### config.mk
export PLATFORM = sky130hd
export DESIGN_NAME = spi_slave_regs
export DESIGN_NICKNAME = d
export VERILOG_FILES = /design/src/rtl/spi_slave_regs.sv
export SDC_FILE = /design/constraint.sdc
export NUM_CORES = 1
export LEC_CHECK = 0
export CAP_MARGIN = 20
export CORE_MARGIN = 5
export CORE_UTILIZATION = 59
export DETAILED_ROUTE_END_ITERATION = 7
export PLACE_DENSITY = 0.78
export SYNTH_ARGS = -nofsm -noshare
export SYNTH_HDL_FRONTEND = slang
export SYNTH_SLANG_ARGS = --single-unit
### constraint.sdc
create_clock -name sysclk -period 2.6 [get_ports sysclk]
set_input_delay 0.26 -clock sysclk [delete_from_list [all_inputs] [get_ports sysclk]]
set_output_delay 0.26 -clock sysclk [all_outputs]
set_load 0.1 [all_outputs]
### src/rtl/spi_slave_regs.sv
// SPI slave endpoint with a small 8-bit register file; CS/SCLK/MOSI are
// oversampled in the sysclk domain. Register 0 drives the LED brightness.
module spi_slave_regs #(
    parameter int NUM_REGS         = 4,
    parameter int BRIGHTNESS_WIDTH = 7
) (
    input  logic                        sysclk,
    input  logic                        rst_n,
    input  logic                        cs,
    input  logic                        sclk,
    input  logic                        mosi,
    output logic                        miso,
    output logic [BRIGHTNESS_WIDTH-1:0] o_brightness,
    output logic                        o_wr_strobe,
    output logic                        o_frame_err,
    output logic [7:0]                  o_frame_cnt
);

    localparam int CMD_BITS           = 8;
    localparam int ADDR_BITS          = 8;
    localparam int PAYLOAD_BITS       = 8;
    localparam int MASTER_FRAME_WIDTH = 24;
    localparam logic CS_DEASSERT      = 1'b1;
    localparam int AW = (NUM_REGS > 1) ? $clog2(NUM_REGS) : 1;

    localparam logic [CMD_BITS-1:0] CMD_WRITE = 8'h80;
    localparam logic [CMD_BITS-1:0] CMD_READ  = 8'h40;

    localparam logic [2:0] IDLE = 3'd0;
    localparam logic [2:0] CMD  = 3'd1;
    localparam logic [2:0] ADDR = 3'd2;
    localparam logic [2:0] DATA = 3'd3;
    localparam logic [2:0] DONE = 3'd4;

    logic [2:0] cs_p;
    logic [2:0] sclk_p;
    logic [1:0] mosi_p;

    logic [2:0]                    state;
    logic [4:0]                    cnt;
    logic [MASTER_FRAME_WIDTH-2:0] shreg;
    logic [MASTER_FRAME_WIDTH-1:0] frame;
    logic [7:0]                    tx;
    logic                          tx_en;
    logic [7:0]                    regs [NUM_REGS];

    logic                 cs_idle;
    logic                 cs_fall;
    logic                 cs_rise;
    logic                 sclk_rise;
    logic                 sclk_fall;
    logic [CMD_BITS-1:0]  cmd_early;
    logic [CMD_BITS-1:0]  cmd_full;
    logic [ADDR_BITS-1:0] addr_early;
    logic [ADDR_BITS-1:0] addr_full;
    logic                 rd_hit;
    logic                 wr_hit;

    // The bit being sampled this cycle completes the frame view.
    assign frame      = {shreg, mosi_p[1]};
    assign cs_idle    = (cs_p[1] == CS_DEASSERT);
    assign cs_fall    = (cs_p[2] == CS_DEASSERT) && !cs_idle;
    assign cs_rise    = (cs_p[2] != CS_DEASSERT) && cs_idle;
    assign sclk_rise  = sclk_p[1] & ~sclk_p[2];
    assign sclk_fall  = ~sclk_p[1] & sclk_p[2];
    assign cmd_early  = frame[ADDR_BITS +: CMD_BITS];
    assign addr_early = frame[ADDR_BITS-1:0];
    assign cmd_full   = frame[MASTER_FRAME_WIDTH-1 -: CMD_BITS];
    assign addr_full  = frame[PAYLOAD_BITS +: ADDR_BITS];
    assign rd_hit     = (cmd_early == CMD_READ) && (int'(addr_early) < NUM_REGS);
    assign wr_hit     = int'(addr_full) < NUM_REGS;

    assign miso         = tx_en & tx[7];
    assign o_brightness = regs[0][BRIGHTNESS_WIDTH-1:0];

    // CS resets to "asserted" so a CS already low at release never looks
    // like a falling edge; a real frame needs CS to go high first.
    always_ff @(posedge sysclk or negedge rst_n) begin
        if (!rst_n) begin
            cs_p   <= {3{~CS_DEASSERT}};
            sclk_p <= '0;
            mosi_p <= '0;
        end else begin
            cs_p   <= {cs_p[1:0], cs};
            sclk_p <= {sclk_p[1:0], sclk};
            mosi_p <= {mosi_p[0], mosi};
        end
    end

    always_ff @(posedge sysclk or negedge rst_n) begin
        if (!rst_n) begin
            state       <= IDLE;
            cnt         <= '0;
            shreg       <= '0;
            tx          <= '0;
            tx_en       <= 1'b0;
            o_wr_strobe <= 1'b0;
            o_frame_err <= 1'b0;
            o_frame_cnt <= '0;
            for (int i = 0; i < NUM_REGS; i++) begin
                regs[i] <= '0;
            end
        end else begin
            o_wr_strobe <= 1'b0;
            o_frame_err <= 1'b0;
            case (state)
                IDLE: begin
                    cnt   <= '0;
                    shreg <= '0;
                    tx    <= '0;
                    tx_en <= 1'b0;
                    if (cs_fall) begin
                        state <= CMD;
                        if (sclk_rise) begin
                            shreg <= {{(MASTER_FRAME_WIDTH-2){1'b0}}, mosi_p[1]};
                            cnt   <= 5'd1;
                        end
                    end
                end
                CMD, ADDR, DATA: begin
                    if (cs_rise) begin
                        state       <= IDLE;
                        tx_en       <= 1'b0;
                        o_frame_err <= 1'b1;
                    end else if (sclk_rise) begin
                        shreg <= frame[MASTER_FRAME_WIDTH-2:0];
                        cnt   <= cnt + 5'd1;
                        if (state == CMD && cnt == 5'd7) begin
                            state <= ADDR;
                        end
                        if (state == ADDR && cnt == 5'd15) begin
                            state <= DATA;
                            tx    <= rd_hit ? regs[addr_early[AW-1:0]] : '0;
                        end
                        if (state == DATA && cnt == 5'd23) begin
                            state <= DONE;
                            tx_en <= 1'b0;
                            case (cmd_full)
                                CMD_WRITE: begin
                                    if (wr_hit) begin
                                        regs[addr_full[AW-1:0]] <=
                                            frame[PAYLOAD_BITS-1:0];
                                        o_wr_strobe <= 1'b1;
                                    end
                                    o_frame_cnt <= o_frame_cnt + 8'd1;
                                end
                                CMD_READ: o_frame_cnt <= o_frame_cnt + 8'd1;
                                default:  o_frame_err <= 1'b1;
                            endcase
                        end
                    end else if (sclk_fall && state == DATA) begin
                        // First falling edge exposes the MSB, later ones shift.
                        if (tx_en) begin
                            tx <= {tx[6:0], 1'b0};
                        end else begin
                            tx_en <= 1'b1;
                        end
                    end
                end
                DONE: begin
                    if (cs_idle) begin
                        state <= IDLE;
                    end
                end
                default: state <= IDLE;
            endcase
        end
    end

endmodule

==> metrics.cfg, run 1 <==
[die]
num_rows = 30
fp.coreArea_um2 = 6832
die_area_um2 = 8852
ios = 23
start_util = 0.6106
die_w_um = 94.09
die_y_um = 94.09

[worst_setup_path]
crit_type = flip-flop to flip-flop
rr_worst_depth = 8
worstSetupEndpointType = flip-flop
worst_ep_required_time_ps = 2850
worstPathArrival_ps = 2520
reg2reg_slack_ps = 330
startpoint_type = flip-flop
r2r-start = cnt[0]
path_max_fanout = 8
r2r_end = tx[7]

[placed_design]
dp_hpwl_mm = 5.443
portBuffers = 22
globalplace.congestion = 0.8656
placed_area_um2 = 4409

[power_and_ir_drop]
power_frac_seq = 0.528
clockPowerShare = 0.307
ir_worst_vdd_uv = 538.1
power.switching_uw = 950.9
comb_power_share = 0.165
pwr_density_cell_nw_per_um2 = 637.7
leakage_uw = 0.002274
internal_power_uw = 1985
netSwitchingFraction = 0.3238

[layout]
fin_area_um2 = 4604
diodes = 0
seq_area_um2 = 2252
area_growth_pct = 10.38
fill_cells = 506
nNetsFinal = 355
layout-drive-gt1-share = 0.2926
final_util = 0.6740
multi_input_area_um2 = 1758

[yosys]
yosysUniqueCellTypes = 57
synth_area_um2 = 4172
yosysSeqAreaShare = 0.5399
ys_ff_latch = 90
async_reset_ff_frac = 1.000
synth-main-ff-cell = dfrtp_1
syn_area_per_cell_um2 = 12.88
synth_edf_count = 0
yosys_warnings = 0
synth_fp_nets = 332
syn_inst = 324

[cts]
clk_path_buf_depth = 2
cts.repair.resized = 0
cts_tree = done
h-tree-depth = 3
clkTransAtPathRegs_ps = 100
cts_made_buffers = 9
cts.sinks = 90
clk_latency_ps = 370
clock-root-buffer = clkbuf_8
post_cts_buffers = 0
cts_hold_buf = 1

[global_routing]
met2_usage = 0.3004
track_usage = 0.2008
grt_pass1_vias = 2704
grt_start_max_net_pins = 57
grt-busiest-layer = met2
grtUsageMet3 = 0.04167
grt_overflow = 0
grt_pass1_wl_mm = 13.55
antenna_found_initial = 0
met1_usage = 0.2888

[min_path]
worstHoldStart = mosi
hold_depth = 1
holdPathEnd = mosi_p[0]
hold_class = primary input to flip-flop

[routing]
drt_iter0_drc = 130
drt.antenna.violating_nets = 0
vias_per_cell = 5.924
drc_errors = 0
drt_first_pass_iters = 6
wl_mm = 7.902
wl_per_cell_um = 17.64
vias = 2654

[status]
status = complete, no violations

[timing]
final-setup-viol-count = 0
fmax_mhz = 440.5
slew_headroom = 0.5342
fin_crit_ps = 2270
final_hold_viol_count = 0
setup_tns_ps = 0
clock_skew_ps = 14.57
rsz0062_at_grt = false
finalCritPeriodShare = 0.8732
worst_pin_slew_ps = 698.6
slew_violations = 0

[job]
maxCapViolations = 0

[cell usage after synthesis (5+ instances only)]
master    number  share of area
nor3_1         7         0.0084
a22o_1        22          0.046
buf_4          7          0.013
mux2_2        34          0.092
nor2_1         8         0.0072
nand3_1        5         0.0060
mux4_2         8          0.043
xor2_1         7          0.015
a21oi_1       12          0.014
clkbuf_1       5         0.0045
a211o_1        7          0.015
nand2_1       18          0.016
inv_1          9         0.0081
o21ai_0        5         0.0060
and2_1        10          0.015
dfrtp_1       90           0.54
[power by group through the flow]
stage / Combinational [µW] / Sequential (µW) / Clock [µW]
5_1_grt: 543 / 1560 / 982
4_1_cts: 483 / 1550 / 919
3_5_place_dp: 481 / 1580 / 0
3_3_place_gp: 474 / 1570 / 0
6_report: 486 / 1550 / 900
2_1_floorplan: 411 / 1530 / 0
[state kept, by name, indices dropped and copies added, names as in the netlist]
name,cells
sclk_p,3
regs,25
cs_p,3
state,3
o_frame_cnt,8
shreg,23
o_wr_strobe,1
cnt,5
tx,8
o_brightness,7
o_frame_err,1
tx_en,1
mosi_p,2
[layout by cell type (no fill, tap or decap), types with 3 or more instances in the layout]
cell type,netlist,routed
inv_6,0,3
a211o_1,7,7
clkbuf_8,2,9
nand2_1,18,18
xor2_1,7,7
mux2_2,34,34
nand4_1,3,3
o21ai_0,5,5
and2_1,10,10
a22o_1,22,22
mux4_2,8,8
nor2_1,8,8
nor4_1,4,4
dfrtp_1,90,90
and3_1,3,3
clkdlybuf4s50_1,0,3
a21oi_1,12,12
mux2i_1,3,3
ha_1,3,3
nand3_1,5,5
nand4_2,3,3
inv_1,9,9
nor2b_1,4,4
nor3_1,7,6
buf_4,7,26
[through the flow]
stage                     cells  setup slack, ps  hold WS, ps  total power [µW]
after floorplan             324            438.1       -35.59              1938
after global placement      431            403.9        332.5              2046
after detailed placement    431            350.2        335.5              2058
after CTS                   448            334.9        307.5              2950
after global routing        448            172.8        324.1              3089
final                       448            329.7        323.4              2936
[worst max-delay path, cell delays in order, from the launching register on]
cell and delay [ps]:
dfrtp_1 410, ha_1 210, and3_1 180, ha_1 180, or4bb_1 500, o22ai_2 150, buf_4 180, a21oi_1 70
a211o_1 290
[worst max path at each step]
stage | start | end | cells past startpoint | slack [ps]
finish | cnt[0] | tx[7] | 8 | 330
global route | cnt[0] | tx[7] | 8 | 170
CTS | cnt[0] | tx[7] | 8 | 330
detailed placement | cnt[0] | tx[7] | 8 | 350
global placement | cnt[0] | tx[7] | 8 | 400
floorplan | cnt[0] | tx[7] | 8 | 440
[logic make-up after synthesis]
family	share of synthesized area
xor+xnor	0.01890
mux	0.1422
compound gates	0.1107
simple gates	0.1386
fa+ha+maj	0.008999
buf+inv	0.04079
flops	0.5399
[cell type report]
cell class              count  area share
clock buffers               9     0.02690
inverters                   9    0.007337
flip-flops and latches     90      0.4891
multi-input cells         206      0.3818
clock inverters             7     0.01332
repair buffers             31     0.05543
well taps                  96     0.02609
[routing by layer]
metal | routed length [µm] | share of wire
met1 | 3635 | 0.46
met2 | 3805 | 0.48
met3 | 326 | 0.041
met4 | 133 | 0.017
met5 | 0 | 0
No activity file was read; power rests on OpenSTA's default activity.
==> inputs of run 2 (changes only) <==
--- a/config.mk
+++ b/config.mk
@@ -6,6 +6,7 @@
 export NUM_CORES = 1
 export LEC_CHECK = 0
 export CAP_MARGIN = 20
+export CORE_ASPECT_RATIO = 0.8
 export CORE_MARGIN = 5
 export CORE_UTILIZATION = 59
 export DETAILED_ROUTE_END_ITERATION = 7
==> run 2 against run 1 <==
  * Sequential share of layout area fell by 0.29 points
  * Sequential power about the same
  * Count of clock-buffer cells in the layout grew 2
  * Non-clock buffer count increased by 2
  * Wire length grew 4.3%
  * Combinational power is 5.8% higher
  * Flip-flop and latch count did not move
  * Largest cell class unchanged
==> metrics.cfg, run 2 (synthesis results as in run 1) <==
[power_and_ir_drop]
ir_worst_vdd_uv = 396.1  ; was 538.1 µV
leakage_uw = 0.002291  ; was 0.002274 µW
pwr_density_cell_nw_per_um2 = 656.8  ; was 637.7 nW/µm²

[layout]
diodes = 0  ; unchanged
fin_area_um2 = 4632  ; was 4604 µm²
fill_cells = 505  ; was 506
nNetsFinal = 357  ; was 355
largest_reg_flops = 25  ; unchanged
final_common_cell = dfrtp_1  ; unchanged
layout-drive-gt1-share = 0.2966  ; was 0.2926
final_cell_mix = 90 x dfrtp_1, 34 x mux2_2, 29 x buf_4, 22 x a22o_1, 18 x nand2_1  ; was 90 x dfrtp_1, 34 x mux2_2, 26 x buf_4, 22 x a22o_1, 18 x nand2_1
top_register = regs  ; unchanged
seq_area_um2 = 2252  ; unchanged
multi_input_area_um2 = 1765  ; was 1758 µm²
area_growth_pct = 11.04  ; was 10.38%
top_regs = regs x25, shreg x23  ; unchanged
stdcell_count = 441  ; was 448

[die]
num_rows = 27  ; was 30
die_y_um = 85.21  ; was 94.09 µm
start_util = 0.6053  ; was 0.6106
die_w_um = 104.0  ; was 94.09 µm
die_area_um2 = 8863  ; was 8852 µm²
fp.coreArea_um2 = 6892  ; was 6832 µm²
ios = 23  ; unchanged

[timing]
fin_crit_ps = 2453  ; was 2270 ps
slew_headroom = 0.5895  ; was 0.5342
rsz0062_at_grt = false  ; unchanged
finalCritPeriodShare = 0.9435  ; was 0.8732
clock_skew_ps = 11.35  ; was 14.57 ps
final_hold_viol_count = 0  ; unchanged
slew_violations = 0  ; unchanged
fmax_mhz = 407.6  ; was 440.5 MHz
final-setup-viol-count = 0  ; unchanged
setup_tns_ps = 0  ; unchanged
worst_pin_slew_ps = 615.8  ; was 698.6 ps
final.setup.worst_slack_ps = 146.8  ; was 329.7 ps

[worst_setup_path]
cp_common_cell = ha_1  ; unchanged
crit_chain = ha_1 -> and3_1 -> ha_1 -> or4bb_1 -> o22ai_4 -> and4b_1 -> a211o_1  ; was ha_1 -> and3_1 -> ha_1 -> or4bb_1 -> o22ai_2 -> buf_4 -> a21oi_1 -> a211o_1
worstPathArrival_ps = 2760  ; was 2520 ps
startpoint_type = flip-flop  ; unchanged
worstSetupEndpointType = flip-flop  ; unchanged
path_max_fanout = 9  ; was 8
slowest_delay_ps = 540  ; was 500 ps
worst_ep_required_time_ps = 2900  ; was 2850 ps
crit_type = flip-flop to flip-flop  ; unchanged
cp_slowest_cell = or4bb_1  ; unchanged

[global_routing]
grt_pass1_vias = 2778  ; was 2704
grt_overflow = 0  ; unchanged
grt_pass1_wl_mm = 13.96  ; was 13.55 mm
antenna_found_initial = 0  ; unchanged
grt_start_max_net_pins = 48  ; was 57
track_usage = 0.1956  ; was 0.2008

[placed_design]
placed_area_um2 = 4400  ; was 4409 µm²
portBuffers = 22  ; unchanged
dp.cells = 424  ; was 431
dp_slack_ps = 137.3  ; was 350.2 ps
dp_hpwl_mm = 5.744  ; was 5.443 mm
globalplace.congestion = 0.8331  ; was 0.8656

[routing]
wl_mm = 8.239  ; was 7.902 mm
vias_per_cell = 6.170  ; was 5.924
vias = 2721  ; was 2654
wl_per_cell_um = 18.68  ; was 17.64 µm
drt.antenna.violating_nets = 0  ; unchanged
drt_iter0_drc = 159  ; was 130
drc_errors = 0  ; unchanged
drt_first_pass_iters = 4  ; was 6

[cts]
cts_made_buffers = 9  ; unchanged
post_cts_buffers = 0  ; unchanged
cts.sinks = 90  ; unchanged
clock-root-buffer = clkbuf_8  ; unchanged
clk_latency_ps = 360  ; was 370 ps
clkTransAtPathRegs_ps = 90  ; was 100 ps
h-tree-depth = 3  ; unchanged
cts_tree = done  ; unchanged
clk_path_buf_depth = 2  ; unchanged

[min_path]
hold_class = primary input to flip-flop  ; unchanged

[job]
maxCapViolations = 0  ; unchanged

[status]
status = complete, no violations  ; unchanged

-- run 2: layout make-up --
type                       instances  share of cell area
sequential                        90              0.4862
multi-input combinational        206              0.3811
timing repair buffer              33             0.05565
clock buffer                      11             0.03269
tap                               87             0.02350
clock inverter                     5             0.01351
inverter                           9            0.007293
-- run 2: report_power, final --
group	internal, µW	total (µW)	switching (µW)
Sequential	1440	1550	103
Combinational	184	514	330
Clock	499	980	481
-- run 2: path summary, 6_finish.rpt --
| kind | end | slack, ps | cells after the start | startpoint |
|---|---|---|---|---|
| worst min register to register | cs_p[1] | 350 | 0 | cs_p[0] |
| max in group asynchronous | mosi_p[1] | 1480 | 3 | rst_n |
| worst min-delay path | mosi_p[0] | 330 | 1 | mosi |
| min in group asynchronous | o_frame_cnt[4] | 430 | 2 | rst_n |
| worst max-delay path | tx[3] | 150 | 7 | cnt[0] |
| worst max register to register | tx[3] | 150 | 7 | cnt[0] |
-- run 2: repair_timing --
item,in CTS,in global routing
endpoints found under the hold margin,44,0
hold buffers,1,0
setup endpoints to repair,0,7
gates resized for setup,0,1
-- run 2: critical path: cells and delay by family (launching register included) --
| kind | cells | cell delay (ps) |
|---|---|---|
| flip-flops | 1 | 410 |
| AO/OA/AOI/OAI | 2 | 470 |
| adder cells (fa/ha/maj) | 2 | 410 |
| AND/OR/NAND/NOR | 3 | 1120 |
-- run 2: metal layers --
| layer | global-route usage | up-vias | share of wire |
|---|---|---|---|
| li1 | - | 1238 | - |
| met1 | 0.2763 | 1398 | 0.46 |
| met2 | 0.3067 | 74 | 0.48 |
| met3 | 0.04563 | 11 | 0.050 |
| met4 | 0.05529 | 0 | 0.011 |
| met5 | 0 | - | 0 |
-- run 2: through the flow --
stage	hold slack, ps	util	total power, µW
2_1_floorplan	-35.59	-	1938
3_3_place_gp	288.1	0.6385	2057
3_5_place_dp	295.1	0.6385	2069
4_1_cts	318.9	0.6710	3060
5_1_grt	308.3	0.6721	3189
6_report	334.5	0.6721	3042
